`src/rtl/mips_pkg.sv`:
```
// Shared encodings for the multicycle MIPS datapath: opcodes, FSM states and
// the mux/ALU control codes consumed by the datapath and ALUControl.
package mips_pkg;

  localparam logic [5:0] OP_RTYPE = 6'd0;
  localparam logic [5:0] OP_J     = 6'd2;
  localparam logic [5:0] OP_BEQ   = 6'd4;
  localparam logic [5:0] OP_ADDI  = 6'd8;
  localparam logic [5:0] OP_LW    = 6'd35;
  localparam logic [5:0] OP_SW    = 6'd43;

  typedef enum logic [3:0] {
    S_FETCH  = 4'd0,
    S_DECODE = 4'd1,
    S_MEMADR = 4'd2,
    S_MEMRD  = 4'd3,
    S_MEMWB  = 4'd4,
    S_MEMWR  = 4'd5,
    S_EXEC   = 4'd6,
    S_ALUWB  = 4'd7,
    S_BRANCH = 4'd8,
    S_ADDIEX = 4'd9,
    S_ADDIWB = 4'd10,
    S_JUMP   = 4'd11
  } state_e;

  localparam logic [1:0] ALUOP_ADD   = 2'b00;
  localparam logic [1:0] ALUOP_SUB   = 2'b01;
  localparam logic [1:0] ALUOP_FUNCT = 2'b10;

  localparam logic [1:0] SRCB_B     = 2'b00;
  localparam logic [1:0] SRCB_FOUR  = 2'b01;
  localparam logic [1:0] SRCB_IMM   = 2'b10;
  localparam logic [1:0] SRCB_IMMSH = 2'b11;

  localparam logic [1:0] PCSRC_ALU    = 2'b00;
  localparam logic [1:0] PCSRC_ALUOUT = 2'b01;
  localparam logic [1:0] PCSRC_JUMP   = 2'b10;

  function automatic logic is_supported(input logic [5:0] op);
    return (op == OP_RTYPE) || (op == OP_J) || (op == OP_BEQ) ||
           (op == OP_ADDI) || (op == OP_LW) || (op == OP_SW);
  endfunction

endpackage

```
`src/rtl/multicycle_control.sv`:
```
// Multicycle MIPS main control FSM with memory-ready handshaking,
// retire pulse/counter and illegal-opcode detection.
module multicycle_control
  import mips_pkg::*;
(
  input  logic        clock,
  input  logic        reset,
  input  logic [5:0]  Opcode,
  input  logic        Zero,
  input  logic        MemReady,
  output logic        IorD,
  output logic        MemRead,
  output logic        MemWrite,
  output logic        IRWrite,
  output logic        RegDst,
  output logic        MemtoReg,
  output logic        RegWrite,
  output logic        ALUSrcA,
  output logic [1:0]  ALUSrcB,
  output logic [1:0]  ALUOp,
  output logic [1:0]  PCSrc,
  output logic        PCEn,
  output logic [3:0]  State,
  output logic        InstrDone,
  output logic        IllegalOp,
  output logic [31:0] InstrCount
);

  state_e      state_q, state_d;
  logic [31:0] cnt_q, cnt_d;
  logic        mem_rd, mem_wr, ir_wr, pc_wr, branch, reg_wr, done, illegal;

  always_ff @(posedge clock) begin
    if (reset) state_q <= S_FETCH;
    else       state_q <= state_d;
  end

  always_comb begin
    state_d = S_FETCH;
    case (state_q)
      S_FETCH:  state_d = MemReady ? S_DECODE : S_FETCH;
      S_DECODE: begin
        case (Opcode)
          OP_RTYPE:     state_d = S_EXEC;
          OP_LW, OP_SW: state_d = S_MEMADR;
          OP_BEQ:       state_d = S_BRANCH;
          OP_ADDI:      state_d = S_ADDIEX;
          OP_J:         state_d = S_JUMP;
          default:      state_d = S_FETCH;
        endcase
      end
      S_MEMADR: state_d = (Opcode == OP_SW) ? S_MEMWR : S_MEMRD;
      S_MEMRD:  state_d = MemReady ? S_MEMWB : S_MEMRD;
      S_MEMWR:  state_d = MemReady ? S_FETCH : S_MEMWR;
      S_EXEC:   state_d = S_ALUWB;
      S_ADDIEX: state_d = S_ADDIWB;
      default:  state_d = S_FETCH;
    endcase
  end

  always_comb begin
    IorD     = 1'b0;
    mem_rd   = 1'b0;
    mem_wr   = 1'b0;
    ir_wr    = 1'b0;
    pc_wr    = 1'b0;
    branch   = 1'b0;
    RegDst   = 1'b0;
    MemtoReg = 1'b0;
    reg_wr   = 1'b0;
    ALUSrcA  = 1'b0;
    ALUSrcB  = SRCB_B;
    ALUOp    = ALUOP_ADD;
    PCSrc    = PCSRC_ALU;
    done     = 1'b0;
    illegal  = 1'b0;
    case (state_q)
      S_FETCH: begin
        mem_rd  = 1'b1;
        ALUSrcB = SRCB_FOUR;
        ir_wr   = MemReady;
        pc_wr   = MemReady;
      end
      S_DECODE: begin
        ALUSrcB = SRCB_IMMSH;
        illegal = ~is_supported(Opcode);
      end
      S_MEMADR, S_ADDIEX: begin
        ALUSrcA = 1'b1;
        ALUSrcB = SRCB_IMM;
      end
      S_MEMRD: begin
        IorD   = 1'b1;
        mem_rd = 1'b1;
      end
      S_MEMWB: begin
        reg_wr   = 1'b1;
        MemtoReg = 1'b1;
        done     = 1'b1;
      end
      S_MEMWR: begin
        IorD   = 1'b1;
        mem_wr = 1'b1;
        done   = MemReady;
      end
      S_EXEC: begin
        ALUSrcA = 1'b1;
        ALUOp   = ALUOP_FUNCT;
      end
      S_ALUWB: begin
        reg_wr = 1'b1;
        RegDst = 1'b1;
        done   = 1'b1;
      end
      S_BRANCH: begin
        ALUSrcA = 1'b1;
        ALUOp   = ALUOP_SUB;
        PCSrc   = PCSRC_ALUOUT;
        branch  = 1'b1;
        done    = 1'b1;
      end
      S_ADDIWB: begin
        reg_wr = 1'b1;
        done   = 1'b1;
      end
      S_JUMP: begin
        PCSrc = PCSRC_JUMP;
        pc_wr = 1'b1;
        done  = 1'b1;
      end
      default: ;
    endcase
  end

  // Reset masks every strobe so an abandoned instruction cannot write anything.
  assign MemRead   = mem_rd  & ~reset;
  assign MemWrite  = mem_wr  & ~reset;
  assign IRWrite   = ir_wr   & ~reset;
  assign RegWrite  = reg_wr  & ~reset;
  assign InstrDone = done    & ~reset;
  assign IllegalOp = illegal & ~reset;
  assign PCEn      = (pc_wr | (branch & Zero)) & ~reset;

  assign cnt_d = InstrDone ? cnt_q + 32'd1 : cnt_q;

  always_ff @(posedge clock) begin
    if (reset) cnt_q <= 32'd0;
    else       cnt_q <= cnt_d;
  end

  assign State      = state_q;
  assign InstrCount = cnt_q;

endmodule

```
`config.mk`:
```
export PLATFORM = sky130hd
export DESIGN_NAME = multicycle_control
export DESIGN_NICKNAME = d
export VERILOG_FILES = /design/src/rtl/mips_pkg.sv /design/src/rtl/multicycle_control.sv
export SDC_FILE = /design/constraint.sdc
export NUM_CORES = 1
export LEC_CHECK = 0
export ABC_AREA = 1
export CAP_MARGIN = 20
export CORE_MARGIN = 2
export CORE_UTILIZATION = 50
export CTS_CLUSTER_DIAMETER = 50
export DETAILED_ROUTE_END_ITERATION = 8
export GPL_TIMING_DRIVEN = 0
export PLACE_DENSITY = 0.79
export SYNTH_ARGS = -nofsm -noshare
export SYNTH_HDL_FRONTEND = slang
export SYNTH_SLANG_ARGS = --single-unit
```
`constraint.sdc`:
```
create_clock -name clock -period 1.75 [get_ports clock]
set_input_delay 0.175 -clock clock [delete_from_list [all_inputs] [get_ports clock]]
set_output_delay 0.175 -clock clock [all_outputs]
set_load 0.02 [all_outputs]
```
### Yosys cells after proc, flatten, opt, wreduce, memory -nomap -nowiden

Index checks and enable logic that the tools add are counted.

| cells by class | value |
|---|---|
| $add $sub $neg | 1 |
| bitwise operators | 11 |
| equality and inequality tests | 16 |
| reductions and logical operators | 14 |
| mux-type cells | 21 |

Operators by type and width:

| operator | count |
|---|---|
| 32-bit by 1-bit adder with 32-bit output (second input constant) | 1 |
| 4-bit case mux with 7 select lines | 1 |
| 4-bit case mux with 5 select lines | 1 |
| 4-bit by 3-bit == test with 1-bit output (second input constant) | 4 |
| 4-bit == test (second input constant) | 4 |
| 6-bit == test (second input constant) | 2 |
| 1-bit 2-to-1 mux | 11 |
| 3-bit 2-to-1 mux | 3 |
| 1-bit AND | 8 |
| 4-bit by 2-bit == test with 1-bit output (second input constant) | 2 |
| 2-bit case mux with 2 select lines | 2 |
| 2-bit OR reduction | 4 |
| 6-bit by 2-bit == test with 1-bit output (second input constant) | 1 |
| 6-bit by 3-bit == test with 1-bit output (second input constant) | 1 |
| 6-bit by 4-bit == test with 1-bit output (second input constant) | 1 |
| 6-bit zero test | 1 |
| 2-bit case mux with 3 select lines | 1 |
| 1-bit logical OR | 5 |
| 5-bit OR reduction | 1 |
| 4-bit by 1-bit == test with 1-bit output (second input constant) | 1 |
| 4-bit zero test | 1 |
| 1-bit case mux with 2 select lines | 2 |
| 4-bit OR reduction | 1 |
| 3-bit OR reduction | 1 |
| 2 further kinds | 3 |

| storage, ports and cells | value |
|---|---|
| bits in registers | 36 |
| bits of input ports | 10 |
| output and inout port bits | 53 |
| logic and storage cells | 65 |

### Depth between registers and ports, before layout

Gate-level depths: netlist (run 1).

| logic depth | value |
|---|---|
| depth after elaboration | 9 |
| depth in mapped cells | 11 |
| depth with buffers taken out | 10 |

### Worst setup path before layout (run 1)

Ideal clock, no wire load.

| path | value |
|---|---|
| kind | register to register |
| from | register state_q[3], in the netlist State[3] |
| to | register cnt_q[9], in the netlist InstrCount[9] |
| clock period less this slack | 1.709 ns |
| stages on the path, launching flop included | 10 |
| arrival time | 1.638 ns |
| path buffers | 1 |
| setup time | 0.071 ns |
| required time | 1.679 ns |
| slack | 0.041 ns |
| path through | dfxtp_1 > nand2_1 > nor2_1 > nor2_1 > nand2_2 > nor2_4 > nor2_4 > buf_6 > nand2_1 > a21oi_1 |

| on the way | value |
|---|---|
| cells in the longest elaborated chain, start to end | 4 |
| elaborated cells between the ends (all ways) | 9 |

Ends and longest elaborated chain:

| element | line | RTL |
|---|---|---|
| start: declaration | multicycle_control.sv:29 | `state_e state_q, state_d;` |
| start signal: assignment | multicycle_control.sv:35 | `else state_q <= state_d;` |
| 4-bit == test or 4-bit by 3-bit == test with 1-bit output (tied branches) | multicycle_control.sv:77 | `case (state_q)` |
| 5-bit OR reduction (no source line) | - |  |
| 1-bit case mux with 2 select lines (*) | multicycle_control.sv:77 |  |
| 1-bit AND (*) | multicycle_control.sv:140 | `assign InstrDone = done & ~reset;` |
| via InstrDone | multicycle_control.sv:24 | `output logic InstrDone,` |
| end signal: assignment | multicycle_control.sv:148 | `else cnt_q <= cnt_d;` |
| end: declaration | multicycle_control.sv:30 | `logic [31:0] cnt_q, cnt_d;` |

Mark *: on every way through the listed nets, which the timed path passes. The rest lies on a longest branch.
A chain may end at the register's enable or synchronous reset.

### Worst setup path after layout (run 1)

| path | value |
|---|---|
| from | register state_q[0], in the netlist State[0] |
| to | output port InstrDone |

| on the way | value |
|---|---|
| cells in the longest elaborated chain, start to end | 4 |
| elaborated cells between the ends (all ways) | 9 |

Ends and longest elaborated chain:

| element | line |
|---|---|
| 4-bit == test or 4-bit by 3-bit == test with 1-bit output (tied branches) | multicycle_control.sv:77 |
| 5-bit OR reduction (no source line) | - |
| 1-bit case mux with 2 select lines (*) | multicycle_control.sv:77 |
| 1-bit AND (*) | multicycle_control.sv:140 |
| end: declaration | multicycle_control.sv:24 |

Every way passes the cells marked *; elsewhere a longest branch is shown, timed or not.

==> results of run 1 <==
-- cell families after synthesis --
| kind of cell | after synthesis | synth area share [%] |
|---|---|---|
| buffers and inverters | 56 | 9.63 |
| and+or+nand+nor | 319 | 51.0 |
| adders and majority gates | 1 | 0.494 |
| xor gates and xnor gates | 6 | 2.08 |
| AOI/OAI and AO/OA | 41 | 8.30 |
| DFF | 36 | 28.5 |
-- cell type report --
| type | count | share of cell area, % |
|---|---|---|
| clock inverter | 3 | 0.552 |
| tap | 67 | 2.47 |
| sequential | 36 | 21.6 |
| timing repair buffer | 65 | 18.3 |
| buffer | 11 | 2.25 |
| clock buffer | 5 | 2.02 |
| inverter | 45 | 4.97 |
| multi-input combinational | 367 | 47.9 |
-- registers in the layout, indices dropped and copies added (netlist names) --
| register | count |
|---|---|
| State | 4 |
| InstrCount | 32 |
-- metrics by stage --
| step | hold slack, ns | setup slack [ns] |
|---|---|---|
| 2_1_floorplan | 0.408 | 0.0413 |
| 3_3_place_gp | 0.488 | -0.294 |
| 3_5_place_dp | 0.490 | -0.296 |
| 4_1_cts | 0.470 | -0.230 |
| 5_1_grt | 0.519 | -0.0868 |
| 6_report | 0.460 | -0.00582 |
-- cell usage in the layout, fill, tap and decap left out, drive strengths merged, types with 3 or more instances in the layout --
cell and instances:
a21oi 29, buf 12, clkbuf 11, clkdlybuf4s15 4, clkdlybuf4s50 44, clkinv 3
dfxtp 36, dlygate4sd2 10, inv 45, nand2 185, nand3 26, nand4 4
nor2 100, o21ai 9, xor2 6
-- how the worst max path moves through the flow --
stage              from  slack, ns  cells past startpoint             to
6_report       State[0]     -0.006                      8      InstrDone
5_1_grt        State[1]      -0.09                      7     ALUSrcB[1]
4_1_cts        State[1]      -0.23                      9      InstrDone
3_3_place_gp      reset      -0.29                      6      IllegalOp
3_5_place_dp      reset      -0.30                      6      IllegalOp
2_1_floorplan  State[3]       0.04                      9  InstrCount[9]
-- layer usage --
metal | track usage, % | wire (um)
met3 | 3.88 | 527
met2 | 44.8 | 3350
met5 | 0 | 0
met1 | 36.9 | 3480
met4 | 11.9 | 198
-- repair_timing --
item                                   4_1_cts  5_1_grt
setup endpoints to repair                   21       18
gates cloned                                 0        0
pin swaps                                    1        3
gates resized for setup                     37       32
endpoints found under the hold margin        0        0
buffers inserted                             1        3
-- power groups by stage --
stage / registers [uW] / clock network, uW / logic (uW)
floorplan: 846 / 0 / 64.7
global placement: 844 / 0 / 127
detailed placement: 844 / 0 / 129
CTS: 825 / 625 / 126
global route: 823 / 642 / 142
finish: 823 / 614 / 131
-- worst register-to-register path, delay by kind of cell (launching register included) --
family | cells | cell delay [ns]
AOI/OAI and AO/OA | 1 | 0.13
and+or+nand+nor | 5 | 0.49
buffers and inverters | 2 | 0.29
DFF | 1 | 0.40
adders and majority gates | 1 | 0.23
==> run_results.csv, run 1 <==
group,metric,value,unit
placement,placedInstanceArea,3230,um^2
synthesis,synthTopCellsByCount,"182 x sky130_fd_sc_hd__nand2_1, 94 x sky130_fd_sc_hd__nor2_1, 43 x sky130_fd_sc_hd__inv_1",
power,power,1570,uW
die,starting_density_of_the_core,52.6,%
final_layout,stdcell_count,599,
min_path,number_of_cells_on_the_worst_hold_path,5,
synthesis,synth_nets,470,
final_layout,multi_input_area,1630,um^2
grt,pin_count_of_the_biggest_net_entering_global_routing,13,
clock_tree,clk-insertion-delay-late,0.30,ns
final_layout,area.growth.synth_to_final,34.2,%
route,drt_iter0_drc,203,
die,row_count,25,
die,dieArea,5650,um^2
synthesis,postSynth.topFlopCell,"sky130_fd_sc_hd__dfxtp_1",
setup_path,crit_path_max_incr_delay,0.37,ns
min_path,hold_end,"InstrCount[3]",
placement,routability_congestion,0.911,
synthesis,post_synth_instance_area,2530,um^2
sta,postLayoutSetupSlackWorst,-0.00582,ns
clock_tree,path_clk_slew,0.08,ns
die,pin_count,63,
setup_path,timing.critical_path.from_type,"register",
synthesis,seq_area_frac_synth,28.5,%
final_layout,fin_util,70.6,%
route,antenna_violating_nets_post_route,0,
power,p_switching,423,uW
route,viasPerCell,5.12,
final_layout,drive_gt1_share,11.7,%
clock_tree,cts_tree,"built",
min_path,min_path_type,"primary input to register",
synthesis,post_synth_edffs,0,
power,power.switching_fraction,26.9,%
setup_path,worst_reg2reg_setup_slack,0.13,ns
power,sequentialPowerShare,52.5,%
synthesis,synthDominantAreaCellType,"sky130_fd_sc_hd__dfxtp_1",
grt,initial_antenna_violation_count,0,
sta,clock.fmax,0.570,GHz
job,drv_cap,0,
grt,grt_remaining_overflow,0,
setup_path,critPathMaxFanout,6,
clock_tree,clock-sinks,36,
grt,grt_pass1_wl,11900,um
power,p_int,1150,uW
synthesis,synth_most_common_cell,"sky130_fd_sc_hd__nand2_1",
grt,first_global_vias,2644,
setup_path,crit-reg2reg-launch,"InstrCount[0]",
final_layout,postLayoutCellArea,3400,um^2
setup_path,timing.setup.critical_path_class,"register to primary output",
synthesis,ys_ff_latch,36,
route,drc_violation_count_after_routing,0,
sta,worstMarginPinSlew,0.591,ns
status,violations,"setup timing",
sta,timing.final.setup_violations,1,
setup_path,cp_top_family,"simple AND/OR/NAND/NOR gates",
setup_path,crit_path_top_delay_cell,"sky130_fd_sc_hd__dfxtp_4",
clock_tree,quantity_of_hold_fixing_buffers_added_after_cts,0,
die,design.core.area,4820,um^2
synthesis,synthDistinctLibCells,24,
sta,final-hold-violation-count,0,
die,die_width,75.2,um
min_path,critical_hold_path_startpoint,"reset",
final_layout,diodes,0,
placement,dp_hpwl,5750,um
synthesis,synth_area_per_cell,5.52,um^2
synthesis,synth_top_cell_area_share,28.5,%
sta,finClkSkew,0.00993,ns
clock_tree,cts.root.buffer_cell,"sky130_fd_sc_hd__clkbuf_8",
die,floorplan.die.height,75.2,um
route,via_count,3065,
power,total_leakage_power,0.00129,uW
setup_path,worst-r2r-cell-count,9,
sta,slew_headroom,60.6,%
final_layout,design.final.nets,542,
power,power_density,461,nW/um^2
setup_path,critPathBufInv,3,
synthesis,synthesis.yosys.warnings,0,
clock_tree,cts_made_buffers,5,
final_layout,fillCellCount,481,
route,route.detailed.wl_per_inst,12.6,um
setup_path,rr_endpoint,"InstrCount[16]",
sta,fin_setup_tns,-0.00582,ns
setup_path,required_time_of_the_critical_path,1.57,ns
sta,drv_slew,0,
power,clkPwrFrac,39.2,%
placement,inst_count_dp,587,
grt,groute.usage.overall,27.7,%
synthesis,largest_cells_by_area_after_synthesis,"sky130_fd_sc_hd__dfxtp_1 28%, sky130_fd_sc_hd__nand2_1 27%, sky130_fd_sc_hd__nor2_1 14%, sky130_fd_sc_hd__inv_1 6.4%, sky130_fd_sc_hd__a21oi_1 5.7%",
final_layout,layout.area.seq,734,um^2
setup_path,end_kind,"primary output",
setup_path,cp_data_arrival_time,1.58,ns
route,wirelength,7560,um
placement,port_buffers,61,
status,run_status,"complete, but fails checks",
sta,final_period_minus_worst_setup_slack,1.76,ns
synthesis,async_reset_ff_share,0,%
clock_tree,htree_levels,2,
route,dr.pass1.iters,5,
setup_path,critical_path.most_common_cell,"sky130_fd_sc_hd__nor2_4",
power,p_comb_share,8.4,%
setup_path,crit_chain,"nand2_1 > inv_2 > nand2_2 > nand3_2 > nor2_4 > nor2_4 > buf_6 > buf_4",
synthesis,synthesis.instances,459,
sta,grt_setup_unrepaired,"yes",
power,ir_worst_vdd,0.274,mV
sta,timing.final.crit_share,100,%
clock_tree,max-clock-path-buffers,2,
Note: power is estimated with default switching activity, not from simulation.
==> inputs of run 2 (changes only) <==
Settings changed: GPL_TIMING_DRIVEN 0 to 1, SETUP_SLACK_MARGIN set to 0.5, TNS_END_PERCENT set to 1.
==> run 2 against run 1 <==
  * The run now ends clean
  * Combinational power grew 24%
  * Critical path depth shrank 6
  * Critical endpoint is now State[3]
  * Critical path type unchanged
  * Clock-buffer cell count grew 1
==> run_results.csv, run 2 (synthesized netlist as in run 1, its figures left out) <==
group,metric,value,unit
status,run_status,"complete, no violations",
clock_tree,cts_made_buffers,5,
final_layout,multi_input_area,1730,um^2
clock_tree,path_clk_slew,0.07,ns
final_layout,postLayoutCellArea,3730,um^2
final_layout,layout.area.seq,742,um^2
die,die_width,75.2,um
placement,dp_hpwl,5870,um
route,antenna_violating_nets_post_route,0,
clock_tree,cts_tree,"built",
clock_tree,max-clock-path-buffers,2,
min_path,number_of_cells_on_the_worst_hold_path,2,
clock_tree,quantity_of_hold_fixing_buffers_added_after_cts,0,
route,viasPerCell,5.09,
final_layout,diodes,0,
clock_tree,clk-insertion-delay-late,0.30,ns
setup_path,worst_reg2reg_setup_slack,0.19,ns
grt,pin_count_of_the_biggest_net_entering_global_routing,26,
route,route.detailed.wl_per_inst,12.7,um
die,pin_count,63,
setup_path,critPathMaxFanout,5,
route,via_count,3158,
final_layout,design.final.nets,563,
final_layout,area.growth.synth_to_final,47.4,%
power,total_leakage_power,0.00147,uW
setup_path,crit_path_max_incr_delay,0.59,ns
setup_path,cp_data_arrival_time,1.43,ns
setup_path,required_time_of_the_critical_path,1.57,ns
sta,timing.final.setup_violations,0,
placement,routability_congestion,0.985,
sta,worstMarginPinSlew,0.330,ns
sta,slew_headroom,77.9,%
sta,timing.final.crit_share,91.5,%
final_layout,most-common-layout-cells,"174 x sky130_fd_sc_hd__nand2_1, 72 x sky130_fd_sc_hd__nor2_1, 43 x sky130_fd_sc_hd__clkdlybuf4s50_1, 36 x sky130_fd_sc_hd__inv_1, 32 x sky130_fd_sc_hd__buf_4",
sta,finClkSkew,0.0100,ns
die,dieArea,5650,um^2
power,power_density,447,nW/um^2
setup_path,crit_path_top_delay_cell,"sky130_fd_sc_hd__clkdlybuf4s50_1",
die,row_count,25,
placement,placedInstanceArea,3430,um^2
route,drt_iter0_drc,222,
die,starting_density_of_the_core,52.6,%
clock_tree,cts.root.buffer_cell,"sky130_fd_sc_hd__clkbuf_8",
route,wirelength,7880,um
setup_path,crit_chain,"buf_4 > clkdlybuf4s50_1",
min_path,min_path_type,"register to register",
min_path,critical_hold_path_startpoint,"InstrCount[1]",
sta,final_period_minus_worst_setup_slack,1.60,ns
clock_tree,clock-sinks,36,
final_layout,fillCellCount,398,
route,drc_violation_count_after_routing,0,
setup_path,crit-reg2reg-launch,"State[0]",
grt,groute.usage.overall,29.1,%
final_layout,max_ffs_per_register,32,
job,drv_cap,0,
sta,drv_slew,0,
sta,hold-worst-slack,0.487,ns
min_path,hold_end,"InstrCount[1]",
placement,port_buffers,62,
setup_path,timing.setup.critical_path_class,"register to primary output",
final_layout,drive_gt1_share,21.0,%
setup_path,timing.critical_path.from_type,"register",
power,ir_worst_vdd,0.365,mV
setup_path,rr_endpoint,"InstrCount[2]",
grt,first_global_vias,2812,
final_layout,layout_commonest_cell,"sky130_fd_sc_hd__nand2_1",
sta,clock.fmax,0.624,GHz
grt,grt_remaining_overflow,0,
clock_tree,htree_levels,2,
setup_path,end_kind,"primary output",
sta,grt_setup_unrepaired,"yes",
die,floorplan.die.height,75.2,um
setup_path,worst-r2r-cell-count,11,
die,design.core.area,4820,um^2
sta,final-hold-violation-count,0,
route,dr.pass1.iters,7,
grt,initial_antenna_violation_count,0,
grt,grt_pass1_wl,12600,um
run 2: cell count changes in the layout (fill, tap and decap cells not counted), moves of 4 or more:
cell / delta
sky130_fd_sc_hd__nand2_1: -4
sky130_fd_sc_hd__dfxtp_1: -4
sky130_fd_sc_hd__buf_4: +24
sky130_fd_sc_hd__dlygate4sd2_1: -4
sky130_fd_sc_hd__inv_1: -4
sky130_fd_sc_hd__nand2_4: +4
sky130_fd_sc_hd__nor2_1: -10
sky130_fd_sc_hd__nor2_2: +4
sky130_fd_sc_hd__clkbuf_1: -4
sky130_fd_sc_hd__nor2_4: +6
run 2: timing repair:
| action | CTS | global route |
|---|---|---|
| pin swaps | 7 | 7 |
| resized for setup | 73 | 36 |
| cloned | 1 | 0 |
| buffers inserted | 7 | 1 |
| endpoints found under the hold margin | 0 | 0 |
| endpoints found under the setup margin | 89 | 89 |
run 2: layout make-up:
type                    count  share of cell area (%)
repair buffers             97                    23.9
well taps                  67                    2.25
multi-input cells         367                    46.3
clock inverters             2                   0.335
clock buffers               6                    2.51
inverters                  45                    4.79
flip-flops and latches     36                    19.9
run 2: power by group:
group	switching, uW	internal, uW
Sequential	7.23	816
Clock	318	364
Combinational	89.9	73.6
run 2: critical path: cells and delay by family, from the launching register on:
family / cells / cell delay (ns)
DFF: 1 / 0.41
buffers and inverters: 2 / 0.72
run 2: worst max path at each step:
stage / endpoint / slack (ns) / from / depth (start not counted)
6_report: State[3] / 0.15 / State[3] / 2
5_1_grt: ALUSrcA / 0.09 / State[2] / 7
4_1_cts: InstrDone / 0.15 / State[2] / 8
3_5_place_dp: IllegalOp / -0.25 / Opcode[5] / 10
3_3_place_gp: IllegalOp / -0.19 / Opcode[5] / 10
2_1_floorplan: InstrCount[26] / 0.34 / State[0] / 10
run 2: through the flow:
step	setup TNS [ns]	util (%)	setup slack, ns	instances	total power, uW
5_1_grt	0	77.5	0.0899	620	1730
3_3_place_gp	-0.251	71.3	-0.194	603	991
3_5_place_dp	-0.466	71.3	-0.254	603	993
2_1_floorplan	0	-	0.342	459	910
4_1_cts	0	75.7	0.150	619	1670
6_report	0	77.5	0.148	620	1670
run 2: metal layers:
layer	global-route usage, %	share of wire [%]	vias up
met4	13.3	3.5	0
met2	46.4	45	133
li1	-	-	1616
met3	5.35	6.8	26
met5	0	0	-
met1	38.4	45	1383
